--- src/rtl/core_sync_pkg.sv ---
// Shared types and constants for the per-core pause/resume and stall port.
package core_sync_pkg;

  typedef enum logic [1:0] {IDLE, ISSUE, WAIT_ACK, PAUSED} state_e;

  localparam int unsigned REQ_W        = 3;
  localparam int unsigned REQ_VALID    = 2;
  localparam int unsigned REQ_STATE    = 1;
  localparam int unsigned REQ_TARGET   = 0;
  localparam int unsigned CORE1        = 0;
  localparam int unsigned CORE2        = 1;
  localparam int unsigned STALL_PAUSED = 6;

  typedef struct packed {
    logic resume;
    logic target;
  } cmd_t;

  // Request-bus encoding of a latched command.
  function automatic logic [REQ_W-1:0] req_pack(cmd_t c);
    logic [REQ_W-1:0] r;
    r             = '0;
    r[REQ_VALID]  = 1'b1;
    r[REQ_STATE]  = c.resume;
    r[REQ_TARGET] = c.target;
    return r;
  endfunction

endpackage

--- src/rtl/core_sync_port_if.sv ---
// Command handshake and top-level request/state bus of one core sync port.
interface core_sync_port_if;
  import core_sync_pkg::*;

  logic             cmd_valid;
  logic             cmd_resume;
  logic             cmd_target;
  logic             cmd_ready;
  logic [REQ_W-1:0] pause_resume_o;
  logic [1:0]       run_state_i;

  modport master (
    output cmd_valid, cmd_resume, cmd_target, run_state_i,
    input  cmd_ready, pause_resume_o
  );

  modport slave (
    input  cmd_valid, cmd_resume, cmd_target, run_state_i,
    output cmd_ready, pause_resume_o
  );

endinterface

--- src/rtl/core_sync_port_stall_counter.sv ---
// Down-counter that reloads to max(remaining-1, load value); nz_o flags cycles left.
module core_sync_port_stall_counter #(
  parameter int unsigned W = 3
) (
  input  logic         clk,
  input  logic         reset,
  input  logic         hold_i,
  input  logic         load_i,
  input  logic [W-1:0] load_val_i,
  output logic         nz_o
);

  logic [W-1:0] cnt_q, cnt_d, cnt_dec;

  always_comb begin
    cnt_dec = (cnt_q != '0) ? cnt_q - W'(1) : '0;
    cnt_d   = cnt_dec;
    if (hold_i) begin
      cnt_d = cnt_q;
    end else if (load_i && (load_val_i > cnt_dec)) begin
      cnt_d = load_val_i;
    end
  end

  always_ff @(posedge clk) begin
    if (reset) cnt_q <= '0;
    else       cnt_q <= cnt_d;
  end

  assign nz_o = (cnt_q != '0);

endmodule

--- src/rtl/core_sync_port.sv ---
// Per-core pause/resume request issuer and pipeline stall generator.
// Optional CORE_SYNC_STATS_EN adds stall-cycle and command counters.
module core_sync_port
  import core_sync_pkg::*;
#(
  parameter int unsigned CORE_ID     = 0,
  parameter int unsigned STALL_W     = 3,
  parameter int unsigned ACK_TIMEOUT = 15
) (
  input  logic               clk,
  input  logic               reset,
  core_sync_port_if.slave    bus,
  input  logic [STALL_W-1:0] stall_num_i,
  output logic               stall_o,
  output logic               busy_o,
  output logic               err_timeout_o
`ifdef CORE_SYNC_STATS_EN
  ,
  output logic [15:0]        stall_cycles_o,
  output logic [7:0]         cmd_count_o
`endif
);

  localparam int unsigned ACK_W = $clog2(ACK_TIMEOUT + 1);
  localparam logic        SELF  = CORE_ID[0];

  state_e state_q, state_d;
  cmd_t   cmd_q, cmd_d;
  logic   err_q, err_d;
  logic   settled_q, settled_d;
  logic   self_run, tgt_match;
  logic   ack_load, ack_hold, ack_nz;
  logic   stall_nz, stall_c;

  assign self_run  = bus.run_state_i[SELF];
  assign tgt_match = (bus.run_state_i[cmd_q.target] == cmd_q.resume);

  // Next state; the FSM freezes while another core holds us paused.
  always_comb begin
    state_d   = state_q;
    cmd_d     = cmd_q;
    err_d     = err_q;
    ack_load  = 1'b0;
    ack_hold  = 1'b0;
    settled_d = (state_q == PAUSED);
    if ((state_q != PAUSED) && !self_run) begin
      ack_hold = 1'b1;
    end else begin
      unique case (state_q)
        IDLE: begin
          if (bus.cmd_valid) begin
            cmd_d.resume = bus.cmd_resume;
            cmd_d.target = bus.cmd_target;
            state_d      = ISSUE;
          end
        end
        ISSUE: begin
          if (cmd_q.target != SELF) begin
            state_d  = WAIT_ACK;
            ack_load = 1'b1;
          end else if (cmd_q.resume) begin
            state_d = IDLE;
          end else begin
            state_d = PAUSED;
          end
        end
        WAIT_ACK: begin
          if (tgt_match) begin
            state_d = IDLE;
          end else if (!ack_nz) begin
            err_d   = 1'b1;
            state_d = IDLE;
          end
        end
        PAUSED: begin
          // First PAUSED cycle ignored: the top's state register lags ISSUE.
          if (settled_q && self_run) state_d = IDLE;
        end
        default: state_d = IDLE;
      endcase
    end
  end

  always_ff @(posedge clk) begin
    if (reset) begin
      state_q   <= IDLE;
      cmd_q     <= '0;
      err_q     <= 1'b0;
      settled_q <= 1'b0;
    end else begin
      state_q   <= state_d;
      cmd_q     <= cmd_d;
      err_q     <= err_d;
      settled_q <= settled_d;
    end
  end

  // Ack window: ACK_TIMEOUT WAIT_ACK cycles, last one when the count reads zero.
  core_sync_port_stall_counter #(.W(ACK_W)) u_ack_cnt (
    .clk        (clk),
    .reset      (reset),
    .hold_i     (ack_hold),
    .load_i     (ack_load),
    .load_val_i (ACK_W'(ACK_TIMEOUT - 1)),
    .nz_o       (ack_nz)
  );

  core_sync_port_stall_counter #(.W(STALL_W)) u_stall_cnt (
    .clk        (clk),
    .reset      (reset),
    .hold_i     (1'b0),
    .load_i     (stall_num_i != '0),
    .load_val_i (stall_num_i - STALL_W'(1)),
    .nz_o       (stall_nz)
  );

  assign stall_c = (stall_num_i != '0) | stall_nz | (state_q == PAUSED) | !self_run;

  assign stall_o            = stall_c;
  assign busy_o             = (state_q == ISSUE) || (state_q == WAIT_ACK);
  assign err_timeout_o      = err_q;
  assign bus.cmd_ready      = (state_q == IDLE) && self_run;
  assign bus.pause_resume_o = (state_q == ISSUE) ? req_pack(cmd_q) : '0;

`ifdef CORE_SYNC_STATS_EN
  logic [15:0] stall_cycles_q, stall_cycles_d;
  logic [7:0]  cmd_count_q, cmd_count_d;

  always_comb begin
    stall_cycles_d = stall_cycles_q;
    cmd_count_d    = cmd_count_q;
    if (stall_c && (stall_cycles_q != '1)) stall_cycles_d = stall_cycles_q + 16'd1;
    if (state_q == ISSUE)                  cmd_count_d    = cmd_count_q + 8'd1;
  end

  always_ff @(posedge clk) begin
    if (reset) begin
      stall_cycles_q <= '0;
      cmd_count_q    <= '0;
    end else begin
      stall_cycles_q <= stall_cycles_d;
      cmd_count_q    <= cmd_count_d;
    end
  end

  assign stall_cycles_o = stall_cycles_q;
  assign cmd_count_o    = cmd_count_q;
`endif

endmodule

--- src/flat_wrapper.sv ---
// flat-port wrapper written by rule: the top's interface ports become plain ports
module core_sync_port_flat import core_sync_pkg::*;
#(
  parameter int unsigned CORE_ID     = 0,
  parameter int unsigned STALL_W     = 3,
  parameter int unsigned ACK_TIMEOUT = 15
)
  (clk, reset, stall_num_i, stall_o, busy_o, err_timeout_o, bus_cmd_valid, bus_cmd_resume, bus_cmd_target, bus_run_state_i, bus_cmd_ready, bus_pause_resume_o);
  core_sync_port_if bus_i ();
  input  logic clk;
  input  logic reset;
  input  logic [STALL_W-1:0] stall_num_i;
  output logic stall_o;
  output logic busy_o;
  output logic err_timeout_o;
  input wire logic [$bits(bus_i.cmd_valid)-1:0] bus_cmd_valid;
  input wire logic [$bits(bus_i.cmd_resume)-1:0] bus_cmd_resume;
  input wire logic [$bits(bus_i.cmd_target)-1:0] bus_cmd_target;
  input wire logic [$bits(bus_i.run_state_i)-1:0] bus_run_state_i;
  output wire logic [$bits(bus_i.cmd_ready)-1:0] bus_cmd_ready;
  output wire logic [$bits(bus_i.pause_resume_o)-1:0] bus_pause_resume_o;
  assign bus_i.cmd_valid = bus_cmd_valid;
  assign bus_i.cmd_resume = bus_cmd_resume;
  assign bus_i.cmd_target = bus_cmd_target;
  assign bus_i.run_state_i = bus_run_state_i;
  assign bus_cmd_ready = bus_i.cmd_ready;
  assign bus_pause_resume_o = bus_i.pause_resume_o;
  core_sync_port #(.CORE_ID(CORE_ID), .STALL_W(STALL_W), .ACK_TIMEOUT(ACK_TIMEOUT)) u_core (.clk(clk), .reset(reset), .bus(bus_i), .stall_num_i(stall_num_i), .stall_o(stall_o), .busy_o(busy_o), .err_timeout_o(err_timeout_o));
endmodule
--- config.mk ---
export PLATFORM = sky130hd
export DESIGN_NAME = core_sync_port_flat
export DESIGN_NICKNAME = d
export VERILOG_FILES = /design/src/rtl/core_sync_pkg.sv /design/src/rtl/core_sync_port_if.sv /design/src/rtl/core_sync_port_stall_counter.sv /design/src/rtl/core_sync_port.sv /design/src/flat_wrapper.sv
export SDC_FILE = /design/constraint.sdc
export NUM_CORES = 1
export LEC_CHECK = 0
export BUFFER_PORTS_ARGS = -buffer_cell sky130_fd_sc_hd__buf_2
export CAP_MARGIN = 40
export CORE_MARGIN = 1
export CORE_UTILIZATION = 55
export CTS_BUF_LIST = sky130_fd_sc_hd__clkbuf_2 sky130_fd_sc_hd__clkbuf_4 sky130_fd_sc_hd__clkbuf_8
export DETAILED_ROUTE_END_ITERATION = 10
export PLACE_DENSITY_LB_ADDON = 0.08
export SYNTH_ARGS = -nofsm -noshare
export SYNTH_HDL_FRONTEND = slang
export SYNTH_SLANG_ARGS = --single-unit
export TNS_END_PERCENT = 100
--- constraint.sdc ---
create_clock -name clk -period 2.6 [get_ports clk]
set_input_delay 0.52 -clock clk [delete_from_list [all_inputs] [get_ports clk]]
set_output_delay 0.52 -clock clk [all_outputs]
set_load 0.03 [all_outputs]
==> reports/metrics.cfg <==
[sta]
report.final.slew_viol_count=0
fin_crit_ps=1990
fin_tns_setup_ps=0
min_period_over_period=0.767
tightest_slew_ps=317
hold_violations=0
rsz0062_at_grt=no
slew-limit-headroom=0.789
fmax_mhz=502
setup_viol=0
skew_ps=5.01

[cells_and_area]
drive_gt1_frac=0.225
layout_commonest_cell=buf_2
fillers=114
instances_no_fill=135
fin_area_sq_um=981
multi_input_area_sq_um=551
seqCellArea_sq_um=260
nNetsFinal=142
diodes=0
syn_to_final_growth_pct=14.0
layout.cells.most_common_list=buf_2 (16), dfxtp_1 (13), nor2_1 (12), ha_1 (11), inv_1 (10)
final_util=0.710

[power]
p_clk_frac=0.256
switching_share=0.340
p_int_uw=362
vdd_drop_max_uv=403
p_sw_uw=187
power_frac_comb=0.327
p_seq_frac=0.417
cellLeakagePower_nw=0.455
power_density_mw_per_mm2=560

[setup_path]
cp_cell_sequence=inv_1 > ha_1 > and2_1 > buf_2
r2r_cells=9
cp_data_required_time_ps=2080
critPathMaxFanout=6
cp_slowest_stage_delay_ps=340
cp-end-kind=output pin
critical_path_depth=4
r2r_start=u_core.u_stall_cnt.cnt_q[0]
arrival_ps=1470
regToRegEndpoint=u_core.u_stall_cnt.cnt_q[2]
crit_buf_inv=2
path_delay_family=flip-flops
rrSetupSlack_ps=760
criticalPathCategory=flip-flop to output pin
cp_slowest_cell=dfxtp_1
cp-start-kind=flip-flop
startpoint=u_core.state_q[1]

[floorplan]
rows=13
start_util=0.623
die_area_sq_mm=0.00173
fp.dieH_microns=41.6
fp.dieW_microns=41.6
io_pins=17
fp.coreArea_sq_mm=0.00138

[synth]
ys_ff_latch=13
synth_cell_types=30
synthCells=102
synth_ff_type=dfxtp_1
synth-edff-count=0
ys_top_cells_by_area=dfxtp_1 (30%), ha_1 (16%), nor2_1 (5.2%)
async_flop_share=0
yosys_warnings=0
synth_top_cell_by_area=dfxtp_1
syn-num-nets=123
seq_area_frac_synth=0.302
synth_top_cell_area_share=0.302
syn_area_sq_um=861
syn_avg_cell_area_sq_um=8.44

[detailed_routing]
ant_nets=0
drtIter0Drc=14
vias_per_cell=5.59
wl_per_cell_microns=11.9
first_pass_iters=4
wirelength_mm=1.61
drc=0
vias=755

[placed_design]
place_hpwl_mm=1.28
place_inst=131
port_buffers=16
placed_area_sq_um=951
place.gp.congestion=0.780

[global_routing]
antenna_found_initial=0
grt.overflow.total=0
grt_pass1_wl_mm=2.77
grt_pass1_vias=652
gr-usage-all-layers=0.212
grt_max_degree=15

[clock_network]
clockRootBuffer=clkbuf_4
hold_buffers=0
ctsResizeCount=0
clock_path_buffers=2
post_cts_buffers=0
cts_buffers=3
h-tree-depth=1
tritoncts=yes
cts_sinks=13
clk_pin_slew_ps=80
clk_latency_ps=290

[min_path]
hp-class=primary input to flip-flop
holdCritStartpoint=bus_cmd_target
hold_end=u_core.cmd_q[0]
holdPathStages=3

[job]
maxCapViolations=0

[run_status]
status=finished clean

cell type report:
cell class	count	share of cell area
Multi-Input combinational cell	76	0.561
Sequential cell	13	0.265
Timing Repair Buffer	16	0.0816
Inverter	11	0.0421
Clock buffer	4	0.0306
Tap cell	15	0.0191
worst min-delay path: stages:
cell,delay [ps]
buf_2,70
mux2i_1,50
nor2_1,80
per-layer routing:
layer | global-route usage | routed length (microns) | up-vias
li1 | - | - | 389
met1 | 0.259 | 761 | 338
met2 | 0.328 | 745 | 26
met3 | 0.0783 | 97 | 2
met4 | 0.0968 | 9 | 0
met5 | 0 | 0 | -
power groups by stage:
stage / clock (mW) / sequential (mW) / combinational [mW]
floorplan: 0 / 0.230 / 0.140
global placement: 0 / 0.233 / 0.173
detailed placement: 0 / 0.233 / 0.180
CTS: 0.147 / 0.229 / 0.181
global route: 0.154 / 0.232 / 0.202
finish: 0.141 / 0.229 / 0.179
cells in the mapped netlist (all sizes together), types with 2 or more instances:
cell type  instances
a211oi             3
a21oi              9
a31oi              2
and2               4
dfxtp             13
ha                11
inv               11
mux2i              5
nand2              5
nand2b             3
nand3              2
nor2              13
nor2b              3
nor3               3
o21a               3
o21ai              3
how the worst max path moves through the flow:
stage	slack, ps	endpoint
global placement	480	u_core.u_stall_cnt.cnt_q[2]
finish	610	bus_pause_resume_o[0]
floorplan	640	u_core.u_stall_cnt.cnt_q[0]
global route	510	bus_pause_resume_o[0]
CTS	600	bus_pause_resume_o[0]
detailed placement	410	u_core.u_stall_cnt.cnt_q[2]
per-stage QoR:
step	power, mW	worst slack [ps]	hold slack [ps]
2_1_floorplan	0.370	636	506
3_5_place_dp	0.413	415	465
6_report	0.549	606	473
3_3_place_gp	0.406	479	446
5_1_grt	0.588	512	465
4_1_cts	0.556	602	466
kinds of logic (layout without fill, tap and decap cells):
| group | after synthesis | in the layout | share of synthesized area |
|---|---|---|---|
| flops | 13 | 13 | 0.302 |
| compound gates | 22 | 22 | 0.174 |
| fa+ha+maj | 11 | 11 | 0.160 |
| mux | 5 | 5 | 0.0625 |
| xor+xnor | 1 | 1 | 0.0102 |
| buf+inv | 13 | 31 | 0.0581 |
| simple gates | 37 | 37 | 0.233 |
registers in the layout (all words and copies together), names as in the netlist:
signal,flops
u_core.u_ack_cnt.cnt_q,4
u_core.u_stall_cnt.cnt_q,3
u_core.cmd_q,2
u_core.state_q,2
u_core.err_timeout_o,1
u_core.settled_q,1
No activity file was read; power rests on OpenSTA's default activity.
